<file path="src/rtl/sram_counter_bank.sv">
// NUM_CNT x CNT_W counters in a 1R1W SRAM. One command per cycle, READ answers at accept+2, no response backpressure.
// Zeroing sweep after reset. `CNT_BANK_OVF_FLAG_EN adds the rsp_ovf/ovf_id wrap/clamp report.
module sram_counter_bank #(
   parameter int NUM_CNT  = 256,
   parameter int CNT_W    = 8,
   parameter int ID_W     = $clog2(NUM_CNT),
   parameter int SATURATE = 0
) (
   input  logic             clk,
   input  logic             rst,
   input  logic             in_valid,
   output logic             in_ready,
   input  logic [ID_W-1:0]  in_id,
   input  logic [2:0]       in_cmd,
   input  logic [CNT_W-1:0] in_data,
   output logic             rsp_valid,
   output logic [ID_W-1:0]  rsp_id,
   output logic [CNT_W-1:0] rsp_data
`ifdef CNT_BANK_OVF_FLAG_EN
   ,
   output logic             rsp_ovf,
   output logic [ID_W-1:0]  ovf_id
`endif
);

   localparam logic [0:0] ST_INIT = 1'b0;
   localparam logic [0:0] ST_RUN  = 1'b1;

   localparam logic [2:0] C_LOAD  = 3'b000;
   localparam logic [2:0] C_CLEAR = 3'b001;
   localparam logic [2:0] C_INC   = 3'b010;
   localparam logic [2:0] C_DEC   = 3'b011;
   localparam logic [2:0] C_READ  = 3'b100;
   localparam logic [2:0] C_ADD   = 3'b101;
   localparam logic [2:0] C_SUB   = 3'b110;

   logic [0:0]       state;
   logic [ID_W-1:0]  sweep_addr;
   logic [CNT_W-1:0] mem [NUM_CNT];
   logic [CNT_W-1:0] rd_dat;

   logic             p1_vld;
   logic [ID_W-1:0]  p1_id;
   logic [2:0]       p1_cmd;
   logic [CNT_W-1:0] p1_dat;

   logic             fwd_vld;
   logic [ID_W-1:0]  fwd_id;
   logic [CNT_W-1:0] fwd_dat;

   logic             accept;
   logic             p1_wr;
   logic             p1_rd;
   logic             arith;
   logic             up;
   logic [CNT_W-1:0] old_val;
   logic [CNT_W-1:0] opnd;
   logic [CNT_W-1:0] new_val;
   logic [CNT_W:0]   sum;

   logic             wr_en;
   logic [ID_W-1:0]  wr_addr;
   logic [CNT_W-1:0] wr_dat;

   assign in_ready = (state == ST_RUN);
   assign accept   = in_valid & in_ready;
   assign p1_rd    = p1_vld && (p1_cmd == C_READ);

   // Read-during-write on the same address returns the old word.
   always_ff @(posedge clk) begin
      if (wr_en)
         mem[wr_addr] <= wr_dat;
      rd_dat <= mem[in_id];
   end

   always_ff @(posedge clk) begin
      if (rst) begin
         state      <= ST_INIT;
         sweep_addr <= '0;
         p1_vld     <= 1'b0;
         fwd_vld    <= 1'b0;
      end else begin
         if (state == ST_INIT) begin
            sweep_addr <= sweep_addr + 1'b1;
            if (sweep_addr == ID_W'(NUM_CNT - 1))
               state <= ST_RUN;
         end
         p1_vld  <= accept;
         fwd_vld <= p1_wr;
      end
   end

   always_ff @(posedge clk) begin
      if (accept) begin
         p1_id  <= in_id;
         p1_cmd <= in_cmd;
         p1_dat <= in_data;
      end
      if (p1_wr) begin
         fwd_id  <= p1_id;
         fwd_dat <= new_val;
      end
   end

   // The write from the previous P1 lands on the same edge this command's read was issued, so take it from fwd.
   always_comb begin
      old_val = (fwd_vld && (fwd_id == p1_id)) ? fwd_dat : rd_dat;
      opnd    = ((p1_cmd == C_INC) || (p1_cmd == C_DEC)) ? CNT_W'(1) : p1_dat;
      p1_wr   = p1_vld;
      arith   = 1'b0;
      up      = 1'b0;
      sum     = '0;
      new_val = old_val;
      case (p1_cmd)
         C_LOAD:  new_val = p1_dat;
         C_CLEAR: new_val = '0;
         C_INC, C_ADD: begin
            arith = 1'b1;
            up    = 1'b1;
            sum   = {1'b0, old_val} + {1'b0, opnd};
         end
         C_DEC, C_SUB: begin
            arith = 1'b1;
            sum   = {1'b0, old_val} - {1'b0, opnd};
         end
         default: p1_wr = 1'b0;
      endcase
      if (arith) begin
         if (sum[CNT_W] && (SATURATE != 0))
            new_val = up ? '1 : '0;
         else
            new_val = sum[CNT_W-1:0];
      end
   end

   always_comb begin
      wr_en   = 1'b0;
      wr_addr = sweep_addr;
      wr_dat  = '0;
      if (!rst) begin
         if (state == ST_INIT) begin
            wr_en = 1'b1;
         end else if (p1_wr) begin
            wr_en   = 1'b1;
            wr_addr = p1_id;
            wr_dat  = new_val;
         end
      end
   end

   always_ff @(posedge clk) begin
      if (rst) begin
         rsp_valid <= 1'b0;
         rsp_id    <= '0;
         rsp_data  <= '0;
      end else begin
         rsp_valid <= p1_rd;
         if (p1_rd) begin
            rsp_id   <= p1_id;
            rsp_data <= old_val;
         end
      end
   end

`ifdef CNT_BANK_OVF_FLAG_EN
   always_ff @(posedge clk) begin
      if (rst) begin
         rsp_ovf <= 1'b0;
         ovf_id  <= '0;
      end else begin
         rsp_ovf <= p1_vld && arith && sum[CNT_W];
         if (p1_vld && arith && sum[CNT_W])
            ovf_id <= p1_id;
      end
   end
`endif

endmodule

</file>
<file path="config.mk">
export PLATFORM = sky130hd
export DESIGN_NAME = sram_counter_bank
export DESIGN_NICKNAME = d
export VERILOG_FILES = /design/src/rtl/sram_counter_bank.sv
export SDC_FILE = /design/constraint.sdc
export NUM_CORES = 2
export LEC_CHECK = 0
export CAP_MARGIN = 20
export CORE_MARGIN = 1
export CORE_UTILIZATION = 40
export DETAILED_ROUTE_END_ITERATION = 7
export PLACE_DENSITY = 0.61
export SYNTH_ARGS = -nofsm -noshare
export SYNTH_HDL_FRONTEND = slang
export SYNTH_SLANG_ARGS = --single-unit
</file>
<file path="constraint.sdc">
create_clock -name clk -period 16.2 [get_ports clk]
set_clock_uncertainty 0.1 [all_clocks]
set_input_delay 3.24 -clock clk [delete_from_list [all_inputs] [get_ports clk]]
set_output_delay 3.24 -clock clk [all_outputs]
set_load 0.01 [all_outputs]
</file>
## Yosys cells after proc, flatten, opt, wreduce, memory -nomap -nowiden

Memories as Yosys holds them, arrays and structs flattened. A register that Yosys moved wholly into a read port is not among the register bits.
Cells that the tools add are included.

- Register bits: 63
- Memory bits (writable): 2048
- Bits of input ports: 22
- Output and inout port bits: 18
- Word-level logic and storage cells: 53
- Memories: 1

Memories:

| name | depth | bits a word | rd ports | clocked after Yosys merged registers in | write ports | RTL line | text |
|---|---|---|---|---|---|---|---|
| mem | 256 | 8 | 1 | 1 | 1 | 39 | `logic [CNT_W-1:0] mem [NUM_CNT];` |

- Add/subtract/negate cells: 3
- Eq/ne operators: 8
- Mux-type cells: 20
- Bitwise logic cells: 1
- Reductions and logical operators: 8

Operator list:

| kind | count |
|---|---|
| two-way mux 8 bit | 9 |
| one-hot mux 8 bit (2 select lines) | 2 |
| equality test 3 bit (second input constant) | 3 |
| two-way mux 1 bit | 9 |
| adder 8 x 1 -> 8 bit (second input constant) | 1 |
| adder 8 bit | 1 |
| equality test 8 bit | 1 |
| equality test 8 bit (second input constant) | 1 |
| subtractor 8 bit | 1 |
| equality test 3 x 2 -> 1 bit (second input constant) | 2 |
| OR reduction 6 bit | 1 |
| OR reduction 2 bit | 2 |
| OR reduction 4 bit | 1 |
| equality test 3 x 1 -> 1 bit (second input constant) | 1 |
| logical NOT 3 bit | 1 |
| logical AND 1 bit | 2 |
| AND 1 bit | 1 |
| logical OR 1 bit | 1 |

## Depth between registers and ports, before layout

- Word-level depth: 9
- Gate-level depth with buffers: 19
- Mapped depth without buffers: 17

## Least setup slack after synthesis

OpenSTA, ideal clock, no wires.

- Kind: input port to flip-flop
- Start: in rst
- End: mem mem[0][7] (data pin)
- Library setup time: 1541 ps
- Data arrival time: 10431 ps
- Required time: 14559 ps
- Path slack: 4128 ps
- Stages: 4
- Path buffers: 2
- Cell sequence: and3b_1 buf_6 buf_2 a21boi_1

- Word-level cells in the longest chain between the ends: 1

RTL lines:

| item | RTL line | text |
|---|---|---|
| from (decl) | 10 | `input logic rst,` |
| two-way mux 8 bit | 140 | `if (!rst) begin` |
| via wr_dat[7] | 63 | `logic [CNT_W-1:0] wr_dat;` |
| to (decl) | 39 |  |

The timed path passes the listed nets, and every way through them passes these cells.

==> impl_metrics.toml <==
[synthesis]
synth_compound_area_frac = 0.0402
async_reset_ff_frac = 0
synth_common_cells = "edfxtp_1, mux4_2, nor2_1"
synth_area_leaders = "edfxtp_1, mux4_2, a22oi_1, nor2_1, dfxtp_1"
synth_fa_ha_area_frac = 0.00162
yosysMostFrequentCell = "edfxtp_1"
synth_top_family_by_area = "multiplexers"
syn_area_sq_um = 82100
synth_xor_area_frac = 0.00180
ys_ff_latch = 2119
synth_fp_nets = 3965
synth_top_area_cell = "edfxtp_1"
yosys.area_share.simple = 0.0291
synth_top_area_frac = 0.762
yosysSeqAreaShare = 0.771
ys_types = 71
yosys_most_used_dff = "edfxtp_1"
syn_avg_cell_area_sq_um = 20.9
synth_mux_area_frac = 0.142
postSynthCellCount = 3933
yosysWarningCount = 0
synth_edf_count = 2083

[layout]
final_util = 0.451
multiInputGateArea_sq_um = 17700
regArea_sq_um = 63300
area_growth_pct = 11.7
fillCellCount = 17000
drive_above_1_share = 0.219
final_nets = 4049
final_cells = 6859

[hold_path]
hp-start = "rsp_id[4]"
hp-class = "reg2reg"

[setup_path]
worst_setup_path_end_kind = "register"
worstSetupPathType = "in2reg"
crit_fanout = 61
start_kind = "input pin"
arrival_ns = 7.59
critical_path_required_ns = 16.78
reg2reg_slack_ns = 10.08
crit_start = "in_id[1]"
rr_startpoint = "p1_id[5]"

[routing]
detail-route-antenna-nets = 0
drc = 0
drtIter0Drc = 4159
drt_first_pass_iters = 5
wl_per_cell_microns = 28.7
num_vias = 39700
viasPerCell = 5.79
wl_mm = 197

[floorplan]
ios = 40
dieWidth_microns = 455
initial_core_util = 0.404
std_cell_rows = 165
dieHeight_microns = 455
core-area_sq_um = 203000
dieArea_sq_um = 207000

[grt]
antenna_found_initial = 4
grt_pass1_wl_mm = 286
grt_use_total = 0.191
grt-ovfl-total = 0
grt_max_degree = 106
grt_pass1_vias = 40200

[pwr]
peakVddDrop_uv = 102
p_per_area_nw_per_um2 = 118
power.leakage_nw = 27.9
power_mw = 10.8

[clocking]
numCtsBuffers = 202
cts_resized = 0
cts_hold_buf = 0
post_cts_buffers = 0
cts-root-buf = "clkbuf_16"
cts_max_level = 4
cts_tree = "done"
clock-sinks = 2119
clock_path_buffers = 3
clk_latency_ns = 0.84
clkTransAtPathRegs_ns = 0.06

[timing]
finalMaxSlewViolations = 0
whs_ns = 0.374
post-route-period-util = 0.433
grt_setup_unrepaired = "no"
tns_ns = 0
fmax_mhz = 143
finalHoldViolations = 0
setup_violations = 0
period_minus_slack_ns = 7.01
worstMarginPinSlew_ns = 1.18
slew_headroom = 0.210

[status]
outcome = "finished, final reports clean"

[placement]
gp_congestion = 0.804
numPortBuffers = 39
numPlacedInstances = 6479
place_hpwl_mm = 114

[run]
drv_cap = 0
-- area by class of cell --
cell class                      count  area share
Clock inverter                    101     0.00753
Clock buffer                      272      0.0598
Sequential cell                  2119       0.690
Inverter                           10    0.000409
Antenna cell                        1   0.0000273
Multi-Input combinational cell   1565       0.193
Timing Repair Buffer              119      0.0128
Tap cell                         2672      0.0365
-- critical path, cell delays in order --
cell and delay (ns):
buf_8 0.38, buf_4 0.71, buf_4 0.76, mux4_2 0.44
a22oi_1 0.22, nand2_1 0.09, a21oi_1 0.52, o21ai_0 0.21
nor3_1 0.71, nor4_1 0.15
-- through the flow --
stage	worst slack, ns	instance area (sq um)
6_report	9.19	91700
5_1_grt	8.91	91700
4_1_cts	9.20	91600
3_5_place_dp	8.30	85400
3_3_place_gp	8.30	85300
2_1_floorplan	4.13	82100
-- path summary, 6_finish.rpt --
| check | depth (start not counted) | end |
|---|---|---|
| setup reg to reg | 16 | mem[49][7] |
| setup / recovery | 10 | rd_dat[7] |
| hold / removal | 2 | rsp_id[4] |
| hold reg to reg | 2 | rsp_id[4] |
-- where the power goes --
group,internal [mW],leakage (nW),switching (mW)
logic,0.162,5.55,0.242
registers,5.94,19.3,0.0112
clock network,2.48,3.02,1.99
total,8.58,27.9,2.24
-- layer usage --
layer,part of all wire,track usage,vias to the layer above
met3,0.072,0.0337,294
met2,0.49,0.308,1483
met4,0.024,0.0543,0
met5,0,0,-
li1,-,-,16600
met1,0.42,0.267,21300
-- flip-flops by register name, indices dropped and copies added, names as in the netlist --
register / flops
mem: 2048
fwd_dat: 8
fwd_id: 8
p1_dat: 8
p1_id: 8
rd_dat: 8
rsp_data: 8
rsp_id: 8
sweep_addr: 8
p1_cmd: 3
fwd_vld: 1
in_ready: 1
p1_vld: 1
rsp_valid: 1
-- cell usage in the layout, fill, tap and decap left out, drive strengths merged, types with 8 or more instances in the layout --
| cell | count |
|---|---|
| or3 | 8 |
| nor2 | 296 |
| a22oi | 194 |
| nor3 | 41 |
| clkbuf | 272 |
| clkdlybuf4s50 | 37 |
| buf | 82 |
| ha | 9 |
| a21oi | 117 |
| a221oi | 32 |
| nor4 | 10 |
| a211oi | 8 |
| nand2 | 108 |
| nand3 | 9 |
| inv | 18 |
| edfxtp | 2083 |
| a22o | 34 |
| mux4 | 512 |
| clkinv | 81 |
| and2 | 15 |
| nand3b | 8 |
| nand2b | 13 |
| o21ai | 57 |
| dfxtp | 36 |
| xnor2 | 12 |
| nor2b | 13 |
-- cell families (layout without fill, tap and decap cells) --
group / count (synthesis) / in the layout
flops: 2119 / 2119
simple gates: 537 / 537
mux: 522 / 522
compound gates: 480 / 480
buf+inv: 249 / 502
xor+xnor: 16 / 16
fa+ha+maj: 10 / 10
other cells: 0 / 1
Note: power is estimated with default switching activity, not from simulation.
